--- src/rtl/triangle_test_ctrl_pkg.sv ---
// triangle_test_ctrl_pkg: shared constants and types for the point-in-triangle controller
package triangle_test_ctrl_pkg;
  localparam int CW = 11;
  localparam int AW = 24;
  typedef enum logic [2:0] {S_IDLE, S_ISSUE, S_WAIT, S_SUM, S_OUT} state_e;
  typedef logic [1:0] idx_t;
endpackage

--- src/rtl/tri_operand_mux.sv ---
// tri_operand_mux: selects the three operand points for area request k
// (points 0..2 are the vertices, point 3 is the test point; [0]=x, [1]=y)
module tri_operand_mux
  import triangle_test_ctrl_pkg::*;
#(
  parameter int W = 11
) (
  input  idx_t                   k_i,
  input  logic [3:0][1:0][W-1:0] pts_i,
  output logic signed [W:0]      ax_o,
  output logic signed [W:0]      ay_o,
  output logic signed [W:0]      bx_o,
  output logic signed [W:0]      by_o,
  output logic signed [W:0]      cx_o,
  output logic signed [W:0]      cy_o
);
  logic [1:0] a, b, c;
  always_comb begin
    a = (k_i < 2'd2) ? 2'd0 : k_i - 2'd1;
    b = (k_i < 2'd2) ? 2'd1 : (k_i == 2'd2) ? 2'd2 : 2'd0;
    c = (k_i == 2'd0) ? 2'd2 : 2'd3;
    ax_o = {1'b0, pts_i[a][0]};
    ay_o = {1'b0, pts_i[a][1]};
    bx_o = {1'b0, pts_i[b][0]};
    by_o = {1'b0, pts_i[b][1]};
    cx_o = {1'b0, pts_i[c][0]};
    cy_o = {1'b0, pts_i[c][1]};
  end
endmodule

--- src/rtl/triangle_test_ctrl.sv ---
// triangle_test_ctrl: sequences four area requests on a shared area unit and
// decides whether the test point lies inside (or on an edge of) the triangle
module triangle_test_ctrl #(
  parameter int CW       = triangle_test_ctrl_pkg::CW,
  parameter int AW       = triangle_test_ctrl_pkg::AW,
  parameter int MAX_WAIT = 255
) (
  input  logic                 clk,
  input  logic                 rst,
  input  logic                 in_valid,
  output logic                 in_ready,
  input  logic [CW-1:0]        p1x,
  input  logic [CW-1:0]        p1y,
  input  logic [CW-1:0]        p2x,
  input  logic [CW-1:0]        p2y,
  input  logic [CW-1:0]        p3x,
  input  logic [CW-1:0]        p3y,
  input  logic [CW-1:0]        ptx,
  input  logic [CW-1:0]        pty,
  output logic                 ar_start,
  output logic signed [CW:0]   ar_ax,
  output logic signed [CW:0]   ar_ay,
  output logic signed [CW:0]   ar_bx,
  output logic signed [CW:0]   ar_by,
  output logic signed [CW:0]   ar_cx,
  output logic signed [CW:0]   ar_cy,
  input  logic                 ar_done,
  input  logic signed [AW-1:0] ar_area,
  output logic                 out_valid,
  input  logic                 out_ready,
  output logic                 out_inside,
  output logic                 out_degen,
  output logic                 out_err
);
  import triangle_test_ctrl_pkg::*;
  localparam int WW = $clog2(MAX_WAIT + 1);
  state_e                 state_q, state_d;
  idx_t                   k_q, k_d;
  logic [3:0][1:0][CW-1:0] pts_q, pts_d;
  logic [AW:0]            afull_q, afull_d;
  logic [AW+1:0]          sum_q, sum_d;
  logic [WW-1:0]          wd_q, wd_d;
  logic                   inside_q, inside_d, degen_q, degen_d, err_q, err_d;
  logic signed [AW:0]     area_x;
  logic [AW:0]            mag;
  logic signed [CW:0]     m_ax, m_ay, m_bx, m_by, m_cx, m_cy;
  tri_operand_mux #(.W(CW)) u_mux (
    .k_i  (k_d),
    .pts_i(pts_d),
    .ax_o (m_ax),
    .ay_o (m_ay),
    .bx_o (m_bx),
    .by_o (m_by),
    .cx_o (m_cx),
    .cy_o (m_cy)
  );
  assign area_x    = {ar_area[AW-1], ar_area};
  assign mag       = area_x[AW] ? -area_x : area_x;
  assign in_ready  = state_q == S_IDLE;
  assign ar_start  = state_q == S_ISSUE;
  assign out_valid = state_q == S_OUT;
  assign out_inside = inside_q;
  assign out_degen  = degen_q;
  assign out_err    = err_q;
  always_comb begin
    state_d  = state_q;
    k_d      = k_q;
    pts_d    = pts_q;
    afull_d  = afull_q;
    sum_d    = sum_q;
    wd_d     = wd_q;
    inside_d = inside_q;
    degen_d  = degen_q;
    err_d    = err_q;
    case (state_q)
      S_IDLE: if (in_valid) begin
        pts_d   = {pty, ptx, p3y, p3x, p2y, p2x, p1y, p1x};
        k_d     = '0;
        afull_d = '0;
        sum_d   = '0;
        state_d = S_ISSUE;
      end
      S_ISSUE: begin
        wd_d    = '0;
        state_d = S_WAIT;
      end
      S_WAIT: if (ar_done) begin
        afull_d = (k_q == 2'd0) ? mag : afull_q;
        sum_d   = (k_q == 2'd0) ? sum_q : sum_q + {1'b0, mag};
        k_d     = (k_q == 2'd3) ? k_q : k_q + 2'd1;
        state_d = (k_q == 2'd3) ? S_SUM : S_ISSUE;
      end else if (wd_q == WW'(MAX_WAIT - 1)) begin
        err_d    = 1'b1;
        inside_d = 1'b0;
        degen_d  = 1'b0;
        state_d  = S_OUT;
      end else begin
        wd_d = wd_q + 1'b1;
      end
      S_SUM: begin
        degen_d  = afull_q == '0;
        inside_d = (afull_q != '0) && (sum_q == {1'b0, afull_q});
        err_d    = 1'b0;
        state_d  = S_OUT;
      end
      S_OUT: state_d = out_ready ? S_IDLE : S_OUT;
      default: state_d = S_IDLE;
    endcase
  end
  // operands are loaded on entry to ISSUE and then held through WAIT
  always_ff @(posedge clk) begin
    if (rst) begin
      state_q  <= S_IDLE;
      k_q      <= '0;
      pts_q    <= '0;
      afull_q  <= '0;
      sum_q    <= '0;
      wd_q     <= '0;
      inside_q <= 1'b0;
      degen_q  <= 1'b0;
      err_q    <= 1'b0;
      ar_ax    <= '0;
      ar_ay    <= '0;
      ar_bx    <= '0;
      ar_by    <= '0;
      ar_cx    <= '0;
      ar_cy    <= '0;
    end else begin
      state_q  <= state_d;
      k_q      <= k_d;
      pts_q    <= pts_d;
      afull_q  <= afull_d;
      sum_q    <= sum_d;
      wd_q     <= wd_d;
      inside_q <= inside_d;
      degen_q  <= degen_d;
      err_q    <= err_d;
      if (state_d == S_ISSUE) begin
        ar_ax <= m_ax;
        ar_ay <= m_ay;
        ar_bx <= m_bx;
        ar_by <= m_by;
        ar_cx <= m_cx;
        ar_cy <= m_cy;
      end
    end
  end
endmodule

--- config.mk ---
export PLATFORM = sky130hd
export DESIGN_NAME = triangle_test_ctrl
export DESIGN_NICKNAME = d
export VERILOG_FILES = /design/src/rtl/triangle_test_ctrl_pkg.sv /design/src/rtl/tri_operand_mux.sv /design/src/rtl/triangle_test_ctrl.sv
export SDC_FILE = /design/constraint.sdc
export NUM_CORES = 1
export LEC_CHECK = 0
export ABC_AREA = 0
export CORE_ASPECT_RATIO = 0.6
export CORE_MARGIN = 2
export CORE_UTILIZATION = 54
export DETAILED_ROUTE_END_ITERATION = 10
export GPL_TIMING_DRIVEN = 0
export PLACE_DENSITY = 0.82
export SLEW_MARGIN = 20
export SYNTH_ARGS = -nofsm -noshare
export SYNTH_HDL_FRONTEND = slang
export SYNTH_SLANG_ARGS = --single-unit
export TNS_END_PERCENT = 5
--- constraint.sdc ---
create_clock -name clk -period 4.3 [get_ports clk]
set_input_delay 0.645 -clock clk [delete_from_list [all_inputs] [get_ports clk]]
set_output_delay 0.645 -clock clk [all_outputs]
set_load 0.02 [all_outputs]
==> results.txt, run 1 <==
- Yosys warning count: 0
- For the worst setup path, the data required time is 4650 ps.
- The clock passes through at most 3 buffers.
- Area fraction in compound gates after synthesis: 16.28%
- Timing would allow up to 239.9 MHz.
- Most common cell after layout, fill and taps aside: sky130_fd_sc_hd__dfxtp_1
- Predominant post-synthesis flop cell: sky130_fd_sc_hd__dfxtp_1
- Final critical path time including I/O delays and setup: 4169 ps
* Detailed Routing Iterations Pass 1: 6
* Count of vias placed by the detailed router: approximately 11k
* Total leakage power: 5.499 nW
* Remaining routing DRC violations: 0
- The portion of synthesized area spent on multiplexers is 8.761%.
* Detailed placement HPWL: 29,680 µm
- The tightest min-delay check is of the flip-flop to flip-flop type.
* Post CTS Setup Buffer Count: 0
- Traced cell by cell, the critical path runs through clkdlybuf4s50_1 -> or3_1 -> or3_1 -> o31ai_1 -> xnor2_1 -> ha_1 -> and3_1 -> and3_1 -> a211oi_2 -> o21ai_2 -> a221oi_1 -> xor2_1 -> o21ai_0.
* Number of nets with antenna violations after routing: 0
* Worst Setup Slack post-DPL: -368.1 ps
* Path type of the worst setup path: primary input to flip-flop
- With fillers left out, the area of the finished cells amounts to about 14,000 µm².
- After clock tree synthesis, the clock-pin slew on the worst setup and hold paths is 60 ps.
- Overall global routing resource usage: 33.79%
* Max rail drop VDD: 0.2466 mV
- Max Clock Skew: roughly 16 ps
- Combinational family with the most area after synthesis: simple AND/OR/NAND/NOR gates
* Rel. slew slack: between 40% and 50%
- Entering global routing, the biggest net connects 15 pins.
* Die boundary width: 189.9 µm
* Largest delay contributor family on the critical path: simple AND/OR/NAND/NOR gates
* Port bufs: between 150 and 200
- Clock Root Buffer: sky130_fd_sc_hd__clkbuf_16
- Nets: 1,687
* Endpoint type of the worst setup path: flip-flop
* RSZ-0062 raised after global routing: false
* Library cells used by synthesis: 72
- The congestion estimate from routability-driven global placement came to just under 1.
- The initial utilization of the core area, before any placement, comes to 55.51%.
- The number of endpoints with negative hold slack in the final report came to 0.
- Slowest CP cell: sky130_fd_sc_hd__clkdlybuf4s50_1
- Count of flip-flops with a built-in enable after synthesis: 0
- Counting every instance in the synthesized netlist gives 1,325.
* Ratio of total power to cell area: 374.3 nW/µm²
- Worst slack on hold paths: approximately 460 ps
- STA puts the critical path data arrival time at 4520 ps.
- Count of state elements after synthesis: 221
- After Yosys synthesis, and, or, nand and nor cells account for 21.82% of the synthesized area.
- The run finished with clean final reports.
- Commonest cells after routing, fill and taps aside: 221 x sky130_fd_sc_hd__dfxtp_1, 213 x sky130_fd_sc_hd__nor2_1, 187 x sky130_fd_sc_hd__clkdlybuf4s50_1
- The initial antenna violation count is 2.
* 1st-iter DRT viols: roughly 1.6k
- Die H: between 100 and 150 µm
- Dividing the detail-routed wire length by the instance count gives between 20 and 25 µm.
- Sequential cells were found to cover 39.51% of the synthesized design area.
- Latest clock arrival within the worst-skew pair: roughly 500 ps
- Core ar.: 20,170 µm²
* Setup violation total in the final timing report: 0
- Grt ovf: 0
- Async set-reset flop share out of synthesis: 0%
- The die covers about 22,000 µm².
- CTS H-tree lvls: 1
- Post-Synth Adder-Cell Area: 3.308%
- Total of max-cap violations: 0
* Xor and xnor area share after synthesis: 5.163%
* Startpoint class of the critical path: primary input
- Fillcell total: 1,635
- Along the worst path, the maximum fanout reaches 6.
* Post-Synthesis Mean Instance Area: 8.451 µm²
* Via count of the first global-routing pass: 10.42k
- Final worst-path cycle share: approximately 97%
- I/O pin count: 195
* Number of max-slew violations in the final report: 0
* Number of buffers created by CTS: 21
* Number of sinks driven by the clock tree: 221
- Number of standard-cell rows in the floorplan: 40
- Least setup slack across all paths after layout: 131.5 ps
- Peak per-stage delay on the critical path: 550 ps
- At the pin with the least slew margin, the transition time is ~860 ps.
* Total wire length: 38,220 µm
- The first global-routing pass estimated 57,350 µm of wire.
- Relative to the synthesized area, the layout overhead comes to 25.72%.
* Buffers & Inverters on Critical Path: 1
* Clock tree from TritonCTS: done
- After detailed placement, the total cell area comes to around 13,000 µm².
- Measured on the finished design, the core utilization comes to ~70%.
* Number of vias per cell: ~6
- Proportion of layout cells with a drive suffix above 1: slightly below 8%
- Post-Syn Area: 11,200 µm²
## what timing repair did
| action | 4_1_cts | 5_1_grt |
|---|---|---|
| resized for setup | 0 | 7 |
| setup endpoints to repair | 0 | 5 |
| hold buffers | 0 | 0 |
## power by group
part | internal [mW] | switching (mW)
sequential | 2.19 | 0.0741
clock | 0.966 | 0.769
combinational | 0.527 | 0.747
## state kept, by name (all words and copies together), names as in the netlist
register,cells
afull_q,25
ar_ax,11
ar_ay,11
ar_bx,11
ar_by,11
ar_cx,11
ar_cy,11
k_q,2
out_degen,1
out_err,1
out_inside,1
pts_q,88
state_q,3
sum_q,26
wd_q,8
## worst reg2reg max path: cells and delay by family (launching register included)
family | cells | cell delay [ps]
flops | 1 | 410
compound gates | 3 | 960
buf+inv | 1 | 360
simple gates | 4 | 960
## layer usage
metal	vias up	share of wire [%]	track usage (%)
met5	-	0	0
met4	0	2.0	7.855
met3	75	14	10.39
met2	740	39	47.32
met1	5277	45	50.38
li1	5102	-	-
## synthesized netlist by cell type (23+ instances only)
cell / count / area, µm²
sky130_fd_sc_hd__ha_1: 28 / 350.3
sky130_fd_sc_hd__xor2_1: 23 / 201.4
sky130_fd_sc_hd__a22oi_1: 25 / 187.7
sky130_fd_sc_hd__nor3_1: 69 / 345.3
sky130_fd_sc_hd__mux2i_1: 98 / 980.9
sky130_fd_sc_hd__nor2_1: 213 / 799.5
sky130_fd_sc_hd__buf_2: 27 / 135.1
sky130_fd_sc_hd__a21oi_1: 58 / 290.3
sky130_fd_sc_hd__nand2_1: 145 / 544.3
sky130_fd_sc_hd__o22ai_1: 45 / 281.5
sky130_fd_sc_hd__o21ai_0: 35 / 175.2
sky130_fd_sc_hd__xnor2_1: 43 / 376.6
sky130_fd_sc_hd__a211oi_1: 34 / 255.2
sky130_fd_sc_hd__clkbuf_1: 33 / 123.9
sky130_fd_sc_hd__dfxtp_1: 221 / 4424
## layout make-up
type	count	area (µm²)	share of cell area, %
Inverter	18	67.56	0.4800
Antenna cell	1	2.502	0.01778
Multi-Input combinational cell	1003	6259	44.46
Sequential cell	221	4424	31.43
Buffer	89	505.5	3.591
Clock inverter	4	47.55	0.3377
Tap cell	273	341.6	2.426
Clock buffer	27	558.0	3.964
Timing Repair Buffer	187	1872	13.30
## final timing paths
kind,from,end,slack (ps),depth (start not counted)
worst min register to register,ar_cy[9],ar_cy[9],460,2
worst max-delay path,ar_area[0],sum_q[18],130,13
worst max register to register,state_q[1],ar_bx[4],1500,8
worst min-delay path,ar_cy[9],ar_cy[9],460,2
## logic make-up after synthesis
group | after synthesis
flip-flops | 221
other | 1
AND/OR/NAND/NOR | 530
buffers and inverters | 107
multiplexers | 98
XOR/XNOR | 66
AO/OA/AOI/OAI | 273
adder cells (fa/ha/maj) | 29
## metrics by stage
step	power [mW]	cells	TNS, ps
floorplan	3.024	1331	0
global placement	3.507	1791	-1769
detailed placement	3.532	1791	-2249
CTS	5.231	1822	0
global route	5.437	1822	0
finish	5.269	1823	0
(Power assumes the default switching activity.)
==> run 2: changes to the inputs <==
SKIP_LAST_GASP = 1   (was unset)
==> run 2 against run 1 <==
  * Cell count did not move
  * The flow now finishes with violations (design-rule violations)
  * Die area did not move
  * Core utilization fell by 0.16 points
  * Critical endpoint unchanged
  * Non-clock buffer count did not move
  * Worst hold slack barely moved
  * Combinational power barely moved
==> results.txt, run 2 (synthesized netlist as in run 1, its figures left out) <==
* Clock Root Buffer: sky130_fd_sc_hd__clkbuf_16
- Initial Utilization: 55.51%
* Commonest cells after routing, fill and taps aside: 221 x sky130_fd_sc_hd__dfxtp_1, 213 x sky130_fd_sc_hd__nor2_1, 187 x sky130_fd_sc_hd__clkdlybuf4s50_1
- Slew @ Worst Pin: 833.4 ps
- In this run the static leakage power is 5.483 nW.
* I/O pin count: 195
- The total area inside the core boundary comes to 20,170 µm².
- Power spread over the standard cell area amounts to 375.3 nW/µm².
* Startpoint class of the critical path: primary input
- Endpoint type of the worst setup path: flip-flop
- Global routing finished with a remaining overflow of 0.
- The number of pins with negative max-slew slack in the final report is 0.
* Crit Reg-Reg Startpoint: sum_q[0]
- Total wire length: about 38,000 µm
- WL/cell: 20.91 µm
- OpenSTA, run right after detailed placement, puts the worst setup slack at -368.1 ps.
- Crit path arrival time: 4600 ps
* Port bufs: between 150 and 200
- The detailed router finished its first iteration with about 1.5k violations.
- Critical-path cell list: clkdlybuf4s50_1 -> or3_1 -> or3_1 -> o31ai_1 -> xnor2_1 -> ha_1 -> and3_1 -> and3_1 -> a211oi_2 -> o21ai_1 -> a221oi_1 -> xor2_1 -> o21ai_0
- Proportion of layout cells with a drive suffix above 1: 7.553%
* Peak per-stage delay on the critical path: 550 ps
* Overall global routing resource usage: about a third
- For this run, the top clock speed supported by timing is 235.3 MHz.
- Via count of the first global-routing pass: 10.42k
- Final hold violation count: 0
* Clock transition at path regs: 60 ps
- The run finished, with violations left.
* Violated checks: design-rule violations
- Count of vias placed by the detailed router: approximately 11k
- The critical path is of the primary input to flip-flop type.
* Die boundary width: roughly 190 µm
- For flop-to-flop paths, the worst setup slack is 1410 ps.
- End of the critical path: sum_q[18]
- Leaving out fill and tap cells, the most frequent cell in the layout is sky130_fd_sc_hd__dfxtp_1.
- Worst slack on hold paths: 458.4 ps
- Across the VDD grid, the largest voltage drop is about 0.25 mV.
- RSZ-0062 raised after global routing: true
* Initial antenna violation count: 2
- Setup violation total in the final timing report: 0
- Number of buffers created by CTS: 21
- No sink is reached through more buffers than the 3 on the longest clock path.
- Detailed placement HPWL: a little under 30,000 µm
* Cells on Worst Hold Path: 2
* Required time at the endpoint of the critical path: approximately 4700 ps
* CTS H-tree lvls: 1
- After detailed routing, the number of vias per cell comes to 6.121.
- After routing the design area is 14,040 µm².
* Total of max-cap violations: 0
- The floorplan step defined a die boundary enclosing 21,940 µm².
* Register name with the most flops: pts_q
- Registers with the most flip-flops: pts_q: 88 flops, sum_q: 26 flops, afull_q: 25 flops
- DP Area: 13,430 µm²
- After detailed routing, the number of remaining DRC violations is 2.
* First-pass GRT wire length: 57,350 µm
- In this run the worst hold path is classified as flip-flop to flip-flop.
- The clock arrives with ~15 ps of skew.
* Slowest CP cell: sky130_fd_sc_hd__clkdlybuf4s50_1
* Final critical path time including I/O delays and setup: around 4200 ps
- Once routing completed, OpenROAD measured the worst setup slack at 50.40 ps.
- Die H: 115.5 µm
* Cell count of the worst reg-to-reg path: 10
- The net count of the finished layout is 1,687.
- Dividing the final minimum period by the clock period gives a little over nine tenths.
- The area growth from synthesis to layout is 25.43%.
- Latest clock arrival within the worst-skew pair: 500 ps
* Pin count of the biggest net entering global routing: 15
* Placer Congestion: 0.9739
- Number of nets with antenna violations after routing: 0
- Startpoint of the worst hold path: ar_cy[6]
- The register with the most flip-flops in the layout has 88 of them.
* Number of sinks driven by the clock tree: 221
- After filler insertion, the fill cell instance count of the layout stands at 1,638.
- Largest fanout on the critical path: 6
- R2r endpoint: sum_q[18]
* Rel. slew slack: 44.44%
- TritonCTS built the clock tree.
* Detailed Routing Iterations Pass 1: 9
* Crit path from: ar_area[0]
- Number of buffers inserted by hold repair at cts: 0
- Number of standard-cell rows in the floorplan: 40
-- run 2: cell types whose count changed in the layout (fill, tap and decap cells not counted) --
cell                      delta
sky130_fd_sc_hd__a21oi_1     +1
sky130_fd_sc_hd__a21oi_2     -1
sky130_fd_sc_hd__nor3_2      +1
sky130_fd_sc_hd__nor3_4      -1
sky130_fd_sc_hd__o21ai_1     +1
sky130_fd_sc_hd__o21ai_2     -1
sky130_fd_sc_hd__o41ai_2     +1
sky130_fd_sc_hd__o41ai_4     -1
sky130_fd_sc_hd__xnor2_1     +1
sky130_fd_sc_hd__xnor2_2     -1
-- run 2: area by class of cell --
class | instances | area (µm²) | area share [%]
repair buffers | 187 | 1872 | 13.33
inverters | 18 | 67.56 | 0.4811
clock buffers | 27 | 558.0 | 3.973
multi-input cells | 1003 | 6226 | 44.33
flip-flops and latches | 221 | 4424 | 31.50
diodes | 1 | 2.502 | 0.01782
well taps | 273 | 341.6 | 2.432
clock inverters | 4 | 47.55 | 0.3385
plain buffers | 89 | 505.5 | 3.599
-- run 2: through the flow --
stage	total power [mW]	TNS [ps]	instances	utilization, %
2_1_floorplan	3.024	0	1331	-
6_report	5.270	0	1823	69.63
4_1_cts	5.231	0	1822	69.60
5_1_grt	5.434	-177.4	1822	69.62
3_5_place_dp	3.532	-2249	1791	66.60
3_3_place_gp	3.507	-1769	1791	66.60
-- run 2: routing by layer --
layer  part of all wire (%)  vias up  GRT usage (%)
li1                       -     5090              -
met1                     44     5244          50.38
met2                     39      743          47.32
met3                     15       82          10.39
met4                    2.3        0          7.855
met5                      0        -              0
-- run 2: what timing repair did --
item | 4_1_cts | 5_1_grt
endpoints found under the hold margin | 0 | 0
endpoints found under the setup margin | 0 | 5
setup buffers | 0 | 0
gates resized for setup | 0 | 2
-- run 2: critical path, delay by kind of cell --
family | cells | cell delay, ps
simple gates | 4 | 1230
xor+xnor | 2 | 430
fa+ha+maj | 1 | 370
compound gates | 5 | 1360
buf+inv | 1 | 550
-- run 2: worst min-delay path by stage --
| stage | to |
|---|---|
| 4_1_cts | ar_cy[6] |
| 3_5_place_dp | ar_cy[6] |
| 5_1_grt | ar_cy[9] |
| 6_report | ar_cy[6] |
| 3_3_place_gp | ar_cy[6] |
| 2_1_floorplan | afull_q[24] |
-- run 2: where the power goes --
group / internal [mW] / total, mW / switching (mW)
registers: 2.19 / 2.26 / 0.0739
clock network: 0.966 / 1.74 / 0.775
logic: 0.526 / 1.27 / 0.743
